===== config.mk =====
export PLATFORM = sky130hd
export DESIGN_NAME = decode_stage_flat
export DESIGN_NICKNAME = d
export VERILOG_FILES = /design/src/rtl/decode_stage_pkg.sv /design/src/rtl/decode_stage_if.sv /design/src/rtl/decode_stage_control_decoder.sv /design/src/rtl/decode_stage.sv /design/src/flat_wrapper.sv
export SDC_FILE = /design/constraint.sdc
export NUM_CORES = 1
export LEC_CHECK = 0
export CAP_MARGIN = 25
export CELL_PAD_IN_SITES_DETAIL_PLACEMENT = 0
export CELL_PAD_IN_SITES_GLOBAL_PLACEMENT = 1
export CORE_MARGIN = 5
export CORE_UTILIZATION = 34
export DETAILED_ROUTE_END_ITERATION = 16
export MAX_ROUTING_LAYER = met4
export PLACE_DENSITY = 0.8
export RECOVER_POWER = 25
export SETUP_SLACK_MARGIN = 0.2
export SYNTH_ARGS = -nofsm -noshare
export SYNTH_HDL_FRONTEND = slang
export SYNTH_HIERARCHICAL = 1
export SYNTH_SLANG_ARGS = --single-unit

===== constraint.sdc =====
create_clock -name clk -period 6 [get_ports clk]
set_clock_uncertainty 0.2 [all_clocks]
set_input_delay 0.6 -clock clk [delete_from_list [all_inputs] [get_ports clk]]
set_output_delay 0.6 -clock clk [all_outputs]
set_load 0.02 [all_outputs]

===== src/rtl/decode_stage_pkg.sv =====
// rtl/decode_stage_pkg.sv - cpu_defs: opcodes, functs, ALU codes, decode types
// Shared by the decoder, the ID stage top and its bus interface.
package cpu_defs;

  localparam int DATA_W     = 32;
  localparam int REG_ADDR_W = 5;

  localparam logic [5:0] OP_RTYPE = 6'h00;
  localparam logic [5:0] OP_J     = 6'h02;
  localparam logic [5:0] OP_JAL   = 6'h03;
  localparam logic [5:0] OP_BEQ   = 6'h04;
  localparam logic [5:0] OP_BNE   = 6'h05;
  localparam logic [5:0] OP_ADDI  = 6'h08;
  localparam logic [5:0] OP_SLTI  = 6'h0A;
  localparam logic [5:0] OP_ANDI  = 6'h0C;
  localparam logic [5:0] OP_ORI   = 6'h0D;
  localparam logic [5:0] OP_LUI   = 6'h0F;
  localparam logic [5:0] OP_LW    = 6'h23;
  localparam logic [5:0] OP_SW    = 6'h2B;

  localparam logic [5:0] FN_SLL = 6'h00;
  localparam logic [5:0] FN_ADD = 6'h20;
  localparam logic [5:0] FN_SUB = 6'h22;
  localparam logic [5:0] FN_AND = 6'h24;
  localparam logic [5:0] FN_OR  = 6'h25;
  localparam logic [5:0] FN_SLT = 6'h2A;

  localparam logic [3:0] ALU_ADD = 4'd0;
  localparam logic [3:0] ALU_SUB = 4'd1;
  localparam logic [3:0] ALU_AND = 4'd2;
  localparam logic [3:0] ALU_OR  = 4'd3;
  localparam logic [3:0] ALU_SLT = 4'd4;
  localparam logic [3:0] ALU_SLL = 4'd5;
  localparam logic [3:0] ALU_LUI = 4'd6;

  typedef enum logic [1:0] {DST_NONE, DST_RD, DST_RT, DST_RA} dst_sel_e;
  typedef enum logic [2:0] {IMM_ZERO, IMM_SEXT, IMM_ZEXT, IMM_LUI, IMM_JUMP, IMM_SHAMT} imm_kind_e;

  typedef struct packed {
    logic       reg_write;
    logic       mem_read;
    logic       mem_write;
    logic       alu_src;
    logic       branch;
    logic       bne;
    logic       jump;
    logic       link;
    logic [3:0] alu_op;
    dst_sel_e   dst_sel;
    imm_kind_e  imm_kind;
    logic       uses_rt;
  } ctrl_t;

  typedef struct packed {
    logic                  reg_write;
    logic                  mem_read;
    logic                  mem_write;
    logic                  alu_src;
    logic                  branch;
    logic                  bne;
    logic                  jump;
    logic                  link;
    logic [3:0]            alu_op;
    logic [DATA_W-1:0]     rs_data;
    logic [DATA_W-1:0]     rt_data;
    logic [DATA_W-1:0]     imm;
    logic [REG_ADDR_W-1:0] dst_reg;
    logic [REG_ADDR_W-1:0] rs;
    logic [REG_ADDR_W-1:0] rt;
    logic [DATA_W-1:0]     pc_plus4;
  } idex_t;

  // Jump targets stay word-aligned and PC-relative bits are left to EX.
  function automatic logic [DATA_W-1:0] extend_imm(imm_kind_e kind, logic [31:0] instr);
    logic [DATA_W-1:0] imm;
    imm = '0;
    case (kind)
      IMM_SEXT:  imm = {{16{instr[15]}}, instr[15:0]};
      IMM_ZEXT:  imm = {16'h0, instr[15:0]};
      IMM_LUI:   imm = {instr[15:0], 16'h0};
      IMM_JUMP:  imm = {4'h0, instr[25:0], 2'b00};
      IMM_SHAMT: imm = {27'h0, instr[10:6]};
      default:   imm = '0;
    endcase
    return imm;
  endfunction

endpackage


===== src/rtl/decode_stage_if.sv =====
// rtl/decode_stage_if.sv - IF/RF/WB/EX-facing bus of the ID stage
// slave: ID stage side; master: surrounding pipeline (or testbench) side.
interface decode_stage_if;
  import cpu_defs::*;

  logic                  if_valid;
  logic [31:0]           if_instr;
  logic [DATA_W-1:0]     if_pc_plus4;
  logic                  id_ready;
  logic                  flush;
  logic [REG_ADDR_W-1:0] rf_read_reg_1;
  logic [REG_ADDR_W-1:0] rf_read_reg_2;
  logic [DATA_W-1:0]     rf_read_data_1;
  logic [DATA_W-1:0]     rf_read_data_2;
  logic                  wb_reg_write;
  logic [REG_ADDR_W-1:0] wb_write_reg;
  logic [DATA_W-1:0]     wb_write_data;
  logic                  ex_ready;
  logic                  ex_valid;
  logic                  ex_reg_write;
  logic                  ex_mem_read;
  logic                  ex_mem_write;
  logic                  ex_alu_src;
  logic                  ex_branch;
  logic                  ex_bne;
  logic                  ex_jump;
  logic                  ex_link;
  logic [3:0]            ex_alu_op;
  logic [DATA_W-1:0]     ex_rs_data;
  logic [DATA_W-1:0]     ex_rt_data;
  logic [DATA_W-1:0]     ex_imm;
  logic [REG_ADDR_W-1:0] ex_dst_reg;
  logic [REG_ADDR_W-1:0] ex_rs;
  logic [REG_ADDR_W-1:0] ex_rt;
  logic [DATA_W-1:0]     ex_pc_plus4;

  modport slave (
    input  if_valid, if_instr, if_pc_plus4, flush,
    input  rf_read_data_1, rf_read_data_2,
    input  wb_reg_write, wb_write_reg, wb_write_data, ex_ready,
    output id_ready, rf_read_reg_1, rf_read_reg_2, ex_valid,
    output ex_reg_write, ex_mem_read, ex_mem_write, ex_alu_src,
    output ex_branch, ex_bne, ex_jump, ex_link, ex_alu_op,
    output ex_rs_data, ex_rt_data, ex_imm, ex_dst_reg, ex_rs, ex_rt, ex_pc_plus4
  );

  modport master (
    output if_valid, if_instr, if_pc_plus4, flush,
    output rf_read_data_1, rf_read_data_2,
    output wb_reg_write, wb_write_reg, wb_write_data, ex_ready,
    input  id_ready, rf_read_reg_1, rf_read_reg_2, ex_valid,
    input  ex_reg_write, ex_mem_read, ex_mem_write, ex_alu_src,
    input  ex_branch, ex_bne, ex_jump, ex_link, ex_alu_op,
    input  ex_rs_data, ex_rt_data, ex_imm, ex_dst_reg, ex_rs, ex_rt, ex_pc_plus4
  );

endinterface


===== src/rtl/decode_stage_control_decoder.sv =====
// rtl/decode_stage_control_decoder.sv - opcode/funct to control bits
// Ports: opcode, funct in; ctrl (controls, alu_op, dst select, imm kind, uses_rt) out.
module control_decoder
  import cpu_defs::*;
(
  input  logic [5:0] opcode,
  input  logic [5:0] funct,
  output ctrl_t      ctrl
);

  always_comb begin
    ctrl = '0;
    case (opcode)
      OP_RTYPE: begin
        ctrl.reg_write = 1'b1;
        ctrl.dst_sel   = DST_RD;
        ctrl.uses_rt   = 1'b1;
        case (funct)
          FN_ADD: ctrl.alu_op = ALU_ADD;
          FN_SUB: ctrl.alu_op = ALU_SUB;
          FN_AND: ctrl.alu_op = ALU_AND;
          FN_OR:  ctrl.alu_op = ALU_OR;
          FN_SLT: ctrl.alu_op = ALU_SLT;
          FN_SLL: begin
            ctrl.alu_op   = ALU_SLL;
            ctrl.imm_kind = IMM_SHAMT;
          end
          default: ctrl = '0;  // unsupported funct (incl. jr) is a NOP
        endcase
      end
      OP_ADDI, OP_SLTI, OP_ANDI, OP_ORI, OP_LUI, OP_LW: begin
        ctrl.reg_write = 1'b1;
        ctrl.alu_src   = 1'b1;
        ctrl.dst_sel   = DST_RT;
        ctrl.mem_read  = (opcode == OP_LW);
        case (opcode)
          OP_SLTI: begin ctrl.alu_op = ALU_SLT; ctrl.imm_kind = IMM_SEXT; end
          OP_ANDI: begin ctrl.alu_op = ALU_AND; ctrl.imm_kind = IMM_ZEXT; end
          OP_ORI:  begin ctrl.alu_op = ALU_OR;  ctrl.imm_kind = IMM_ZEXT; end
          OP_LUI:  begin ctrl.alu_op = ALU_LUI; ctrl.imm_kind = IMM_LUI;  end
          default: begin ctrl.alu_op = ALU_ADD; ctrl.imm_kind = IMM_SEXT; end
        endcase
      end
      OP_SW: begin
        ctrl.mem_write = 1'b1;
        ctrl.alu_src   = 1'b1;
        ctrl.alu_op    = ALU_ADD;
        ctrl.imm_kind  = IMM_SEXT;
        ctrl.dst_sel   = DST_RT;
        ctrl.uses_rt   = 1'b1;
      end
      OP_BEQ, OP_BNE: begin
        ctrl.branch   = 1'b1;
        ctrl.bne      = (opcode == OP_BNE);
        ctrl.alu_op   = ALU_SUB;
        ctrl.imm_kind = IMM_SEXT;
        ctrl.dst_sel  = DST_RT;
        ctrl.uses_rt  = 1'b1;
      end
      OP_J: begin
        ctrl.jump     = 1'b1;
        ctrl.imm_kind = IMM_JUMP;
      end
      OP_JAL: begin
        ctrl.jump      = 1'b1;
        ctrl.link      = 1'b1;
        ctrl.reg_write = 1'b1;
        ctrl.imm_kind  = IMM_JUMP;
        ctrl.dst_sel   = DST_RA;
      end
      default: ctrl = '0;
    endcase
  end

endmodule


===== src/rtl/decode_stage.sv =====
// rtl/decode_stage.sv - MIPS ID stage: RF addressing, WB bypass, load-use stall, ID/EX register
// Ports: clk, reset (async, active-high); bus (decode_stage_if.slave) carries
// IF handshake, RF read port, WB bypass, flush and the ID/EX outputs to EX.
module decode_stage
  import cpu_defs::*;
(
  input  logic           clk,
  input  logic           reset,
  decode_stage_if.slave  bus
);

  logic [REG_ADDR_W-1:0] rs, rt, rd;
  logic [DATA_W-1:0]     rs_data, rt_data;
  ctrl_t                 ctrl;
  idex_t                 decoded, idex_d, idex_q;
  logic                  ex_valid_d, ex_valid_q;
  logic                  load_use, adv;

  assign rs = bus.if_instr[25:21];
  assign rt = bus.if_instr[20:16];
  assign rd = bus.if_instr[15:11];

  assign bus.rf_read_reg_1 = rs;
  assign bus.rf_read_reg_2 = rt;

  control_decoder u_control_decoder (
    .opcode (bus.if_instr[31:26]),
    .funct  (bus.if_instr[5:0]),
    .ctrl   (ctrl)
  );

  // The RF read happens in the same cycle WB writes, so a matching WB write
  // must override the (stale) RF value.
  always_comb begin
    rs_data = bus.rf_read_data_1;
    rt_data = bus.rf_read_data_2;
    if (rs == '0) rs_data = '0;
    else if (bus.wb_reg_write && bus.wb_write_reg == rs) rs_data = bus.wb_write_data;
    if (rt == '0) rt_data = '0;
    else if (bus.wb_reg_write && bus.wb_write_reg == rt) rt_data = bus.wb_write_data;
  end

  always_comb begin
    decoded           = '0;
    decoded.reg_write = ctrl.reg_write;
    decoded.mem_read  = ctrl.mem_read;
    decoded.mem_write = ctrl.mem_write;
    decoded.alu_src   = ctrl.alu_src;
    decoded.branch    = ctrl.branch;
    decoded.bne       = ctrl.bne;
    decoded.jump      = ctrl.jump;
    decoded.link      = ctrl.link;
    decoded.alu_op    = ctrl.alu_op;
    decoded.rs_data   = rs_data;
    decoded.rt_data   = rt_data;
    decoded.imm       = extend_imm(ctrl.imm_kind, bus.if_instr);
    decoded.rs        = rs;
    decoded.rt        = rt;
    decoded.pc_plus4  = bus.if_pc_plus4;
    case (ctrl.dst_sel)
      DST_RD:  decoded.dst_reg = rd;
      DST_RT:  decoded.dst_reg = rt;
      DST_RA:  decoded.dst_reg = REG_ADDR_W'(31);
      default: decoded.dst_reg = '0;
    endcase
  end

  // rs is compared for every instruction; rt only when it is a real source.
  assign load_use = ex_valid_q && idex_q.mem_read && (idex_q.dst_reg != '0) &&
                    ((idex_q.dst_reg == rs) || (idex_q.dst_reg == rt && ctrl.uses_rt));
  assign adv      = !ex_valid_q || bus.ex_ready;
  assign bus.id_ready = bus.flush || (adv && !load_use);

  always_comb begin
    idex_d     = idex_q;
    ex_valid_d = ex_valid_q;
    if (bus.flush) begin
      ex_valid_d = 1'b0;
    end else if (adv && load_use) begin
      ex_valid_d = 1'b0;
    end else if (adv) begin
      idex_d     = decoded;
      ex_valid_d = bus.if_valid;
    end
  end

  always_ff @(posedge clk or posedge reset) begin
    if (reset) begin
      idex_q     <= '0;
      ex_valid_q <= 1'b0;
    end else begin
      idex_q     <= idex_d;
      ex_valid_q <= ex_valid_d;
    end
  end

  assign bus.ex_valid     = ex_valid_q;
  assign bus.ex_reg_write = idex_q.reg_write;
  assign bus.ex_mem_read  = idex_q.mem_read;
  assign bus.ex_mem_write = idex_q.mem_write;
  assign bus.ex_alu_src   = idex_q.alu_src;
  assign bus.ex_branch    = idex_q.branch;
  assign bus.ex_bne       = idex_q.bne;
  assign bus.ex_jump      = idex_q.jump;
  assign bus.ex_link      = idex_q.link;
  assign bus.ex_alu_op    = idex_q.alu_op;
  assign bus.ex_rs_data   = idex_q.rs_data;
  assign bus.ex_rt_data   = idex_q.rt_data;
  assign bus.ex_imm       = idex_q.imm;
  assign bus.ex_dst_reg   = idex_q.dst_reg;
  assign bus.ex_rs        = idex_q.rs;
  assign bus.ex_rt        = idex_q.rt;
  assign bus.ex_pc_plus4  = idex_q.pc_plus4;

endmodule

===== src/flat_wrapper.sv =====
// flat-port wrapper written by rule: the top's interface ports become plain ports
module decode_stage_flat import cpu_defs::*;
  (clk, reset, bus_if_valid, bus_if_instr, bus_if_pc_plus4, bus_flush, bus_rf_read_data_1, bus_rf_read_data_2, bus_wb_reg_write, bus_wb_write_reg, bus_wb_write_data, bus_ex_ready, bus_id_ready, bus_rf_read_reg_1, bus_rf_read_reg_2, bus_ex_valid, bus_ex_reg_write, bus_ex_mem_read, bus_ex_mem_write, bus_ex_alu_src, bus_ex_branch, bus_ex_bne, bus_ex_jump, bus_ex_link, bus_ex_alu_op, bus_ex_rs_data, bus_ex_rt_data, bus_ex_imm, bus_ex_dst_reg, bus_ex_rs, bus_ex_rt, bus_ex_pc_plus4);
  decode_stage_if bus_i ();
  input  logic clk;
  input  logic reset;
  input wire logic [$bits(bus_i.if_valid)-1:0] bus_if_valid;
  input wire logic [$bits(bus_i.if_instr)-1:0] bus_if_instr;
  input wire logic [$bits(bus_i.if_pc_plus4)-1:0] bus_if_pc_plus4;
  input wire logic [$bits(bus_i.flush)-1:0] bus_flush;
  input wire logic [$bits(bus_i.rf_read_data_1)-1:0] bus_rf_read_data_1;
  input wire logic [$bits(bus_i.rf_read_data_2)-1:0] bus_rf_read_data_2;
  input wire logic [$bits(bus_i.wb_reg_write)-1:0] bus_wb_reg_write;
  input wire logic [$bits(bus_i.wb_write_reg)-1:0] bus_wb_write_reg;
  input wire logic [$bits(bus_i.wb_write_data)-1:0] bus_wb_write_data;
  input wire logic [$bits(bus_i.ex_ready)-1:0] bus_ex_ready;
  output wire logic [$bits(bus_i.id_ready)-1:0] bus_id_ready;
  output wire logic [$bits(bus_i.rf_read_reg_1)-1:0] bus_rf_read_reg_1;
  output wire logic [$bits(bus_i.rf_read_reg_2)-1:0] bus_rf_read_reg_2;
  output wire logic [$bits(bus_i.ex_valid)-1:0] bus_ex_valid;
  output wire logic [$bits(bus_i.ex_reg_write)-1:0] bus_ex_reg_write;
  output wire logic [$bits(bus_i.ex_mem_read)-1:0] bus_ex_mem_read;
  output wire logic [$bits(bus_i.ex_mem_write)-1:0] bus_ex_mem_write;
  output wire logic [$bits(bus_i.ex_alu_src)-1:0] bus_ex_alu_src;
  output wire logic [$bits(bus_i.ex_branch)-1:0] bus_ex_branch;
  output wire logic [$bits(bus_i.ex_bne)-1:0] bus_ex_bne;
  output wire logic [$bits(bus_i.ex_jump)-1:0] bus_ex_jump;
  output wire logic [$bits(bus_i.ex_link)-1:0] bus_ex_link;
  output wire logic [$bits(bus_i.ex_alu_op)-1:0] bus_ex_alu_op;
  output wire logic [$bits(bus_i.ex_rs_data)-1:0] bus_ex_rs_data;
  output wire logic [$bits(bus_i.ex_rt_data)-1:0] bus_ex_rt_data;
  output wire logic [$bits(bus_i.ex_imm)-1:0] bus_ex_imm;
  output wire logic [$bits(bus_i.ex_dst_reg)-1:0] bus_ex_dst_reg;
  output wire logic [$bits(bus_i.ex_rs)-1:0] bus_ex_rs;
  output wire logic [$bits(bus_i.ex_rt)-1:0] bus_ex_rt;
  output wire logic [$bits(bus_i.ex_pc_plus4)-1:0] bus_ex_pc_plus4;
  assign bus_i.if_valid = bus_if_valid;
  assign bus_i.if_instr = bus_if_instr;
  assign bus_i.if_pc_plus4 = bus_if_pc_plus4;
  assign bus_i.flush = bus_flush;
  assign bus_i.rf_read_data_1 = bus_rf_read_data_1;
  assign bus_i.rf_read_data_2 = bus_rf_read_data_2;
  assign bus_i.wb_reg_write = bus_wb_reg_write;
  assign bus_i.wb_write_reg = bus_wb_write_reg;
  assign bus_i.wb_write_data = bus_wb_write_data;
  assign bus_i.ex_ready = bus_ex_ready;
  assign bus_id_ready = bus_i.id_ready;
  assign bus_rf_read_reg_1 = bus_i.rf_read_reg_1;
  assign bus_rf_read_reg_2 = bus_i.rf_read_reg_2;
  assign bus_ex_valid = bus_i.ex_valid;
  assign bus_ex_reg_write = bus_i.ex_reg_write;
  assign bus_ex_mem_read = bus_i.ex_mem_read;
  assign bus_ex_mem_write = bus_i.ex_mem_write;
  assign bus_ex_alu_src = bus_i.ex_alu_src;
  assign bus_ex_branch = bus_i.ex_branch;
  assign bus_ex_bne = bus_i.ex_bne;
  assign bus_ex_jump = bus_i.ex_jump;
  assign bus_ex_link = bus_i.ex_link;
  assign bus_ex_alu_op = bus_i.ex_alu_op;
  assign bus_ex_rs_data = bus_i.ex_rs_data;
  assign bus_ex_rt_data = bus_i.ex_rt_data;
  assign bus_ex_imm = bus_i.ex_imm;
  assign bus_ex_dst_reg = bus_i.ex_dst_reg;
  assign bus_ex_rs = bus_i.ex_rs;
  assign bus_ex_rt = bus_i.ex_rt;
  assign bus_ex_pc_plus4 = bus_i.ex_pc_plus4;
  decode_stage u_core (.clk(clk), .reset(reset), .bus(bus_i));
endmodule

### Word-level counts from Yosys, hierarchy flattened

Index checks and enable logic that the tools add are counted.

* reduce and logical (&&, ||, !) cells: 29
* multiplexer cells: 27
* bitwise operators: 2
* eq/ne operators: 28

Operators by type and width (count)
* 32-bit one-hot mux with 5 select lines: 1
* 32-bit two-way mux: 4
* 6-bit equality test (second input constant): 7
* 6-bit by 4-bit equality test with 1-bit output (second input constant): 5
* 3-bit one-hot mux with 4 select lines: 2
* 5-bit equality test: 4
* 3-bit one-hot mux with 5 select lines: 1
* 5-bit one-hot mux with 3 select lines: 1
* 1-bit one-hot mux with 2 select lines: 7
* 7-bit OR reduction: 2
* 6-bit by 2-bit equality test with 1-bit output (second input constant): 2
* 6-bit by 3-bit equality test with 1-bit output (second input constant): 2
* 6-bit zero test: 2
* 4-bit one-hot mux with 3 select lines: 1
* 6-bit OR reduction: 2
* 5-bit zero test: 2
* 9-bit OR reduction: 1
* 1-bit logical AND: 8
* 8-bit two-way mux: 1
* 2-bit one-hot mux with 2 select lines: 2
* 3-bit by 2-bit equality test with 1-bit output (second input constant): 2
* 3-bit equality test (second input constant): 2
* 2-bit one-hot mux with 3 select lines: 1
* 2-bit OR reduction: 3
* 12 further kinds: 21

* output and inout port bits: 167
* register bits: 156
* logic and storage cells: 103
* bits of input ports: 171

### Logic depth before layout (Yosys ltp)

Gate-level depths: netlist of the first run.

* word-level depth: 10
* mapped depth: 11
* gate-level depth less buffers: 9

### Hierarchy

The synthesis of the first run kept the hierarchy.

By module, submodules not included
* decode_stage: cells an instance 718, area each 8570.7 µm², instances 1, seq. area each 3903.7 µm²
* control_decoder: cells an instance 71, area each 480.5 µm², instances 1, seq. area each 0.0 µm²

### Least setup slack after synthesis of the first run

OpenSTA, ideal clock, no wires.

* path type: input to register
* start: in bus_if_instr[27]
* end: reg u_core.idex_q (netlist bit u_core/bus.ex_imm[2])
* stages on the path: 10
* buffers on the path: 2
* path slack: 3.201 ns
* data arrival time: 2.474 ns
* library setup time: 0.125 ns
* required time: 5.675 ns
* cell sequence: buf_2 > nand2_1 > nor4b_4 > nor2_2 > o221ai_2 > clkbuf_1 > mux2_2 > a22oi_1 > o21ai_0 > mux2_4

RTL lines
* start: declaration: line flat_wrapper.sv:8 `input wire logic [$bits(bus_i.if_instr)-1:0] bus_if_instr;`
* end signal: assignment: line decode_stage.sv:92 `idex_q <= idex_d;`
* end: declaration: line decode_stage.sv:15 `idex_t decoded, idex_d, idex_q;`

==> flow_summary.toml, run 1 <==
[worst_hold_path]
min_from = "u_core/bus.ex_pc_plus4[17]$_DFFE_PP0P_"
hold_path_depth = 1
hold_class = "reg -> reg"
whs_endpoint = "u_core/bus.ex_pc_plus4[17]$_DFFE_PP0P_"

[clock_network]
cts_root_buffer = "clkbuf_16"
ctsHtreeMaxLevel = 4
cts_setup_buffers = 0
clk_latency_ns = 0.42
cts_sinks = 156
cts_tree = "done"
clk_pin_slew_worst_paths_ns = 0.07
post_cts_resized = 0
cts_buffers = 17
ctsHoldBuffers = 0
cts_buffer_depth = 2

[place]
pre_cts_ws_ns = 1.857
place_hpwl_mm = 22.29
routabilityCongestion = 0.8807
port_buffers = 337
dp.cells = 1398

[die]
die_y_um = 173.2
core_sq_um = 26130
die_w_um = 173.2
die_area_sq_um = 29980
initial_utilization_pct = 34.64
rows = 59
io_pins = 338

[power]
p_leak_nw = 5.475
ir_drop_mv = 0.1638
p_per_area_nw_per_um2 = 257.5

[synth]
netlist_instances = 789
ys_ff_latch = 156
async_flop_share_pct = 100.0
synth_edf_count = 0
yosysSeqAreaShare_pct = 43.13
synthFlopType = "dfrtp_1"
synthesis.area_sq_um = 9051
synthDistinctLibCells = 54
yosys_warnings = 6
avgSynthCellArea_sq_um = 11.47
syn_nets = 960

[global_route]
grt_pass1_vias = 7843
antenna_found_initial = 2
grt_use_total_pct = 21.11
grt_max_degree = 75
grt_pass1_wl_mm = 48.47
grt_overflow = 0

[critical_path]
r2r-start = "u_core/bus.ex_dst_reg[1]$_DFFE_PP0P_"
r2r_end = "u_core/bus.ex_imm[0]$_DFFE_PP0P_"
crit_arrival_ns = 4.34
end_kind = "async pin"
crit_fanout = 74
start_kind = "input port"
reg2reg_slack_ns = 2.88
reg2reg_depth = 5
crit_required_ns = 6.16
crit_type = "in -> async"

[drt]
met1_length_mm = 13.58
first_pass_iters = 5
ant_nets = 0
num_vias = 7414
drtIter0Drc = 665
wl_per_cell_um = 22.09
drc = 0
wirelength_mm = 31.69
top_layer = "met4"
route.met2.wl_mm = 15.20
viasPerCell = 5.167
routed-wl-met3_mm = 2.089

[finish]
mostFrequentLayoutCell = "clkdlybuf4s50_1"
area_growth_pct = 44.69
multi_input_area_sq_um = 4561
final_cell_count_no_fill = 1435
mostFrequentLayoutCells = "clkdlybuf4s50_1 (335), dfrtp_1 (156), mux2_4 (149), a21oi_1 (90), o21ai_0 (85)"
register_area_sq_um = 3904
layout.nets = 1256
fillCellCount = 2460
layout-drive-gt1-share_pct = 20.58

[status]
violations = "capacitance limit, slew limit"
status = "finished with violations"

[sta]
drv_slew = 75
period_minus_slack_ns = 4.176
setup_slack_ns = 1.824
hold_ws_ns = 0.3118
setup_tns_ns = 0
setup_viol = 0
hold_viol_final = 0
max-slew-margin-rel_pct = -135.5
fin_crit_sh_pct = 69.60
rsz0062_at_grt = "false"
tightest_slew_ns = 3.513
fmax_mhz = 239.5

[job]
drv_cap = 1
==> cell type report <==
| type | instances | share of cell area, % |
|---|---|---|
| Antenna cell | 2 | 0.03822 |
| Clock buffer | 17 | 3.248 |
| Clock inverter | 15 | 1.519 |
| Inverter | 5 | 0.1529 |
| Multi-Input combinational cell | 549 | 34.82 |
| Sequential cell | 156 | 29.81 |
| Tap cell | 335 | 3.201 |
| Timing Repair Buffer | 356 | 27.21 |
==> worst max-delay path, cell delays in order <==
cell           delay [ns]
dlygate4sd3_1        0.54
clkinvlp_2           1.95
clkbuf_2             1.14
==> worst max-delay path by stage <==
stage                                start                                     end  slack (ns)  depth (start not counted)
after floorplan                      reset     u_core/bus.ex_alu_op[0]$_DFFE_PP0P_        0.99                          1
after global placement     bus_if_instr[3]  u_core/bus.ex_pc_plus4[16]$_DFFE_PP0P_        1.93                          9
after detailed placement  bus_if_instr[28]     u_core/bus.ex_reg_write$_DFFE_PP0P_        1.86                          9
after CTS                 bus_if_instr[28]                            bus_id_ready        1.95                          9
after global routing                 reset        u_core/bus.ex_imm[2]$_DFFE_PP0P_        1.02                          3
final                                reset     u_core/bus.ex_alu_op[1]$_DFFE_PP0P_        1.82                          3
==> cell usage after synthesis, types with 9 or more instances <==
| cell | count | area, sq um |
|---|---|---|
| a21oi_1 | 90 | 450.4 |
| a22o_1 | 13 | 113.9 |
| buf_12 | 10 | 200.2 |
| buf_4 | 12 | 90.09 |
| clkbuf_1 | 46 | 172.7 |
| dfrtp_1 | 156 | 3904 |
| mux2_4 | 149 | 2237 |
| nand2_1 | 25 | 93.84 |
| nand3_1 | 67 | 335.3 |
| nor2_1 | 30 | 112.6 |
| o21ai_0 | 85 | 425.4 |
| xnor2_1 | 13 | 113.9 |
| xor2_1 | 9 | 78.83 |
==> stage by stage <==
step,total power [mW],instance area [sq um],util (%)
3_3_place_gp,2.228,12430,47.55
2_1_floorplan,1.781,9051,-
4_1_cts,3.409,13050,49.94
6_report,3.372,13100,50.11
5_1_grt,3.520,13100,50.11
3_5_place_dp,2.238,12430,47.55
==> report_power, final <==
part,total [mW],internal (mW),switching (mW)
Clock,1.15,0.606,0.544
Sequential,1.24,1.17,0.0759
Combinational,0.979,0.525,0.454
Total,3.37,2.30,1.07
==> logic make-up after synthesis <==
family | synth area share, %
buffers and inverters | 6.594
AO/OA/AOI/OAI | 12.83
multiplexers | 25.93
XOR/XNOR | 2.129
flip-flops | 43.13
other | 0.04143
AND/OR/NAND/NOR | 9.345
==> metal layers <==
metal	track usage (%)	up-vias
li1	-	3418
met1	26.26	3627
met2	33.72	322
met3	5.371	47
met4	7.083	0
met5	-	-
Power figures use the tool's default switching activity.
==> run 2: changes to the inputs <==
Clock period 6 ns to 4.3 ns, I/O delays scaled along.
==> run 2 against run 1 <==
Effect of this change:
- the flow still finishes with violations (capacitance limit, slew limit)
- critical path depth rose by 6
- sequential cell count did not move
- via count fell by 0.73%
- global-route usage fell by 0.36 points
- combinational power rose by 40%
- wire length fell by 1.5%
- setup slack got worse by 1.2 ns
- core utilization rose by 0.27 points
- critical endpoint is now bus_id_ready
- largest cell class unchanged
- largest power group unchanged
==> flow_summary.toml, run 2 (synthesized netlist as in run 1, its figures left out) <==
[die]
core_sq_um = 26130
die_y_um = 173.2
die_w_um = 173.2
io_pins = 338
die_area_sq_um = 29980
initial_utilization_pct = 34.64
rows = 59

[drt]
ant_nets = 0
first_pass_iters = 4
drc = 0
drtIter0Drc = 594
wirelength_mm = 31.22
viasPerCell = 5.076
num_vias = 7360
wl_per_cell_um = 21.53

[sta]
rsz0062_at_grt = "false"
max-slew-margin-rel_pct = -23.02
hold_viol_final = 0
setup_viol = 0
fmax_mhz = 269.4
period_minus_slack_ns = 3.712
setup_slack_ns = 0.5877
fin_crit_sh_pct = 86.33
drv_slew = 102
tightest_slew_ns = 1.845
setup_tns_ns = 0

[critical_path]
end_kind = "primary output"
slowest_delay_ns = 0.81
cp_common_cell = "clkdlybuf4s50_1"
crit_type = "in -> out"
crit_required_ns = 3.67
crit_fanout = 13
critPathCapture = "bus_id_ready"
reg2reg_depth = 5
reg2reg_slack_ns = 1.40
crit_chain = "clkdlybuf4s50_1, nand2b_1, nor4b_4, nor2_2, nand2_1, a32oi_1, o21ai_0, nand3_1, clkdlybuf4s50_1"
crit_start = "bus_if_instr[28]"
start_kind = "input port"
r2r_end = "u_core/bus.ex_rt_data[8]$_DFFE_PP0P_"
crit_slowest_cell = "clkdlybuf4s50_1"
crit_arrival_ns = 3.08
r2r-start = "u_core/bus.ex_dst_reg[1]$_DFFE_PP0P_"

[place]
port_buffers = 337
pre_cts_ws_ns = 0.5059
dp.cells = 1412
routabilityCongestion = 0.8794
place_hpwl_mm = 22.43

[clock_network]
clk_latency_ns = 0.43
cts_setup_buffers = 0
ctsHtreeMaxLevel = 4
cts_sinks = 156
cts_buffer_depth = 2
ctsHoldBuffers = 0
cts_tree = "done"
clk_pin_slew_worst_paths_ns = 0.07
cts_buffers = 17
cts_root_buffer = "clkbuf_16"
post_cts_resized = 0

[worst_hold_path]
hold_class = "reg -> reg"
min_from = "u_core/bus.ex_rt_data[2]$_DFFE_PP0P_"

[finish]
mostFrequentLayoutCells = "clkdlybuf4s50_1 (336), dfrtp_1 (156), mux2_4 (149), a21oi_1 (90), o21ai_0 (85)"
postLayoutCoreUtil_pct = 50.39
layout-drive-gt1-share_pct = 21.51
final_cell_count_no_fill = 1450
layout.nets = 1269
area_growth_pct = 45.48
fillCellCount = 2402
mostFrequentLayoutCell = "clkdlybuf4s50_1"

[power]
ir_drop_mv = 0.2026
p_per_area_nw_per_um2 = 354.8
p_leak_nw = 5.526

[status]
status = "finished with violations"
violations = "capacitance limit, slew limit"

[global_route]
grt_use_total_pct = 20.75
grt_pass1_vias = 7718
grt_max_degree = 69
grt_pass1_wl_mm = 47.53
grt_overflow = 0
antenna_found_initial = 4

[job]
drv_cap = 2
==> run 2: through the flow <==
stage / cell area [sq um] / hold slack, ns / power [mW]
after CTS: 13160 / 0.3031 / 4.733
after global placement: 12540 / 0.2883 / 3.121
after global routing: 13170 / 0.3216 / 4.873
after detailed placement: 12540 / 0.2903 / 3.131
final: 13170 / 0.3096 / 4.672
after floorplan: 9055 / 0.2931 / 2.486
==> run 2: worst min-delay path by stage <==
| stage | to | slack, ns | cells past startpoint |
|---|---|---|---|
| CTS | u_core/bus.ex_rs_data[27]$_DFFE_PP0P_ | 0.30 | 2 |
| floorplan | u_core/bus.ex_valid$_DFFE_PP0P_ | 0.29 | 1 |
| finish | u_core/bus.ex_rt_data[2]$_DFFE_PP0P_ | 0.31 | 1 |
| detailed placement | u_core/bus.ex_rt_data[2]$_DFFE_PP0P_ | 0.29 | 1 |
| global route | u_core/bus.ex_rs_data[17]$_DFFE_PP0P_ | 0.32 | 1 |
| global placement | u_core/bus.ex_pc_plus4[14]$_DFFE_PP0P_ | 0.29 | 1 |
==> run 2: area by class of cell <==
| type | instances | area, sq um | share of cell area (%) |
|---|---|---|---|
| clock inverters | 15 | 187.7 | 1.425 |
| inverters | 5 | 20.02 | 0.1520 |
| diodes | 4 | 10.01 | 0.07602 |
| clock buffers | 17 | 425.4 | 3.231 |
| flip-flops and latches | 156 | 3904 | 29.65 |
| repair buffers | 369 | 3641 | 27.65 |
| multi-input cells | 549 | 4561 | 34.64 |
| well taps | 335 | 419.2 | 3.183 |
==> run 2: metal layers <==
layer | wire, um | vias up | GRT usage, %
met5 | 0 | - | -
met4 | 584 | 0 | 5.687
met3 | 2137 | 30 | 5.371
met2 | 14980 | 325 | 32.52
met1 | 13520 | 3560 | 26.80
li1 | - | 3445 | -
==> run 2: worst max-delay path, delay by kind of cell <==
| kind | cells | cell delay, ns |
|---|---|---|
| AOI/OAI and AO/OA | 2 | 0.48 |
| buffers and inverters | 2 | 1.43 |
| and+or+nand+nor | 5 | 0.73 |
==> run 2: power by group <==
group | internal (mW) | switching [mW]
logic | 0.738 | 0.631
registers | 1.63 | 0.105
clock network | 0.794 | 0.775
total | 3.16 | 1.51
==> run 3: changes to the inputs <==
Settings changed: ABC_AREA set to 1, CORE_ASPECT_RATIO set to 0.8, CORE_UTILIZATION 34 to 31, CTS_CLUSTER_SIZE set to 28, PLACE_DENSITY 0.8 to 0.81.
==> run 3 against run 2 <==
Effect of this change:
- the flow still finishes with violations (capacitance limit, slew limit)
- worst hold slack worse by 0.044 ns
- wire length up 9.8%
- register-to-register slack better by 0.43 ns
- count of clock-buffer cells in the layout up 4
- via count up 27%
- sequential power about the same
- synthesized area down 2.2%
- highest routed layer unchanged
==> flow_summary.toml, run 3 <==
[status]
status = "finished with violations"
violations = "capacitance limit, slew limit"

[drt]
wirelength_mm = 34.30
drtIter0Drc = 612
num_vias = 9339
drc = 0
ant_nets = 0
wl_per_cell_um = 17.48
first_pass_iters = 5
viasPerCell = 4.760

[clock_network]
clk_latency_ns = 0.42
cts_sinks = 156
cts_tree = "done"
cts_root_buffer = "clkbuf_16"
cts_buffer_depth = 2
ctsHoldBuffers = 0
ctsHtreeMaxLevel = 4
cts_buffers = 17
clk_pin_slew_worst_paths_ns = 0.06
post_cts_resized = 0
cts_setup_buffers = 0

[critical_path]
crit_chain = "clkdlybuf4s50_1, nor2_4, nand3_2, o21bai_1, nand2_1, nand2_1, nor2_1, nand3_1, nand2_1, a21oi_4, or2_2, clkdlybuf4s50_1"
cpLargestDelayFamily = "simple AND/OR/NAND/NOR gates"
r2r-start = "u_core/bus.ex_dst_reg[4]$_DFFE_PP0P_"
crit_arrival_ns = 2.92
start_kind = "input port"
cp_common_cell = "nand2_1"
crit_fanout = 8
crit_required_ns = 3.67
end_kind = "primary output"
crit_start = "bus_if_instr[31]"
crit_slowest_cell = "clkdlybuf4s50_1"
crit_type = "in -> out"
slowest_delay_ns = 0.54
path_buf_inv = 2

[synth]
netlist_instances = 1299
yosys_warnings = 6
yosysSeqAreaShare_pct = 44.11
avgSynthCellArea_sq_um = 6.814
synth_edf_count = 0
ys_ff_latch = 156
syn_nets = 1470
synthDistinctLibCells = 34
async_flop_share_pct = 100.0
synth_commonest_cells = "nand2_1 (514), nor2_1 (159), dfrtp_1 (156), inv_1 (115), nand3_1 (98)"
synthFlopType = "dfrtp_1"
synth_top_area_cell = "dfrtp_1"
synth.most_common_cell = "nand2_1"
yosys.area.top_type_share_pct = 44.11
ys_top_cells_by_area = "dfrtp_1 (44%), nand2_1 (22%), nor2_1 (6.7%)"
synthesis.area_sq_um = 8851

[finish]
layout.nets = 1748
fillCellCount = 2927
mostFrequentLayoutCell = "nand2_1"
multi_input_area_sq_um = 4049
mostFrequentLayoutCells = "nand2_1 (514), clkdlybuf4s50_1 (336), nor2_1 (159), dfrtp_1 (156), inv_1 (113)"
final_cell_count_no_fill = 1962
register_area_sq_um = 3904
area_growth_pct = 47.16
layout-drive-gt1-share_pct = 4.843

[global_route]
grt_pass1_wl_mm = 53.61
grt_overflow = 0
grt_max_degree = 157
grt_use_total_pct = 21.65
antenna_found_initial = 2
grt_pass1_vias = 9056

[sta]
fmax_mhz = 281.4
tightest_slew_ns = 2.277
period_minus_slack_ns = 3.554
setup_tns_ns = 0
fin_crit_sh_pct = 82.65
rsz0062_at_grt = "false"
drv_slew = 157
max-slew-margin-rel_pct = -51.77
setup_viol = 0
hold_viol_final = 0

[die]
die_y_um = 161.1
core_sq_um = 28210
die_w_um = 198.9
rows = 55
initial_utilization_pct = 31.37
die_area_sq_um = 32050
io_pins = 338

[place]
port_buffers = 337
place_hpwl_mm = 23.60
dp.cells = 1928
routabilityCongestion = 0.8722

[worst_hold_path]
min_from = "u_core/bus.ex_pc_plus4[27]$_DFFE_PP0P_"
hold_class = "reg -> reg"

[power]
p_leak_nw = 6.858
p_per_area_nw_per_um2 = 343.5
ir_drop_mv = 0.2599

[job]
drv_cap = 1
==> run 3: changes by cell type after synthesis, sizes merged, moves of 12 or more <==
cell,before,now
o21ai,87,15
nand2,26,517
nand4,2,82
mux2,157,0
a21oi,91,2
clkbuf,46,58
o221ai,1,15
xnor2,13,1
nand3,67,103
inv,5,125
o22ai,0,13
a22o,13,0
nor2,32,165
==> run 3: cells by family (layout without fill, tap and decap cells) <==
logic type      Yosys count  after routing  share of synthesized area (%)
compound gates           48             48                          3.690
xor+xnor                  1              1                        0.09897
buf+inv                 219            510                          10.32
flops                   156            156                          44.11
other cells               1              3                        0.04237
simple gates            874            874                          41.74
==> run 3: power by group <==
group          switching (mW)  leakage (nW)  internal [mW]
Combinational           0.653          4.59          0.537
Clock                   0.637         0.289          0.943
Sequential             0.0858          1.98           1.62
Total                    1.38          6.86           3.10
==> run 3: metrics by stage <==
stage          utilization [%]  hold WS, ns  setup slack (ns)  power (mW)  cell area, sq um
2_1_floorplan                -       0.2931             1.697       2.292              8855
3_3_place_gp             44.06       0.2524            0.7672       2.926             12430
3_5_place_dp             44.06       0.2570            0.7337       2.932             12430
4_1_cts                  46.19       0.2723            0.7328       4.542             13030
5_1_grt                  46.16       0.2920            0.4863       4.708             13030
6_report                 46.16       0.2660            0.7460       4.475             13030
==> run 3: path summary, 6_finish.rpt <==
| kind | endpoint | slack (ns) | cells past startpoint |
|---|---|---|---|
| max | bus_id_ready | 0.75 | 12 |
| min | u_core/bus.ex_pc_plus4[27]$_DFFE_PP0P_ | 0.27 | 2 |
| max reg2reg | u_core/bus.ex_pc_plus4[10]$_DFFE_PP0P_ | 1.83 | 11 |
| min reg2reg | u_core/bus.ex_pc_plus4[27]$_DFFE_PP0P_ | 0.27 | 2 |
| max in group asynchronous | u_core/bus.ex_imm[8]$_DFFE_PP0P_ | 1.35 | 3 |
| min in group asynchronous | u_core/bus.ex_rs_data[24]$_DFFE_PP0P_ | 1.16 | 3 |
==> run 3: worst min-delay path, cell delays in order, from the launching register on <==
cell and delay (ns):
dfrtp_1 0.34, nand2_1 0.05, nand2_1 0.04
==> run 3: routing by layer <==
layer	vias up	share of wire [%]	global-route usage, %
li1	4647	-	-
met1	4367	48	30.70
met2	289	44	31.61
met3	36	5.9	4.317
met4	0	2.2	5.998
met5	-	0	-
==> run 3: area by class of cell <==
type / instances / area share (%)
timing repair buffer: 352 / 27.05
inverter: 126 / 3.679
clock inverter: 11 / 1.085
tap: 370 / 3.554
clock buffer: 21 / 3.535
sequential: 156 / 29.97
multi-input combinational: 924 / 31.09
antenna: 2 / 0.03842
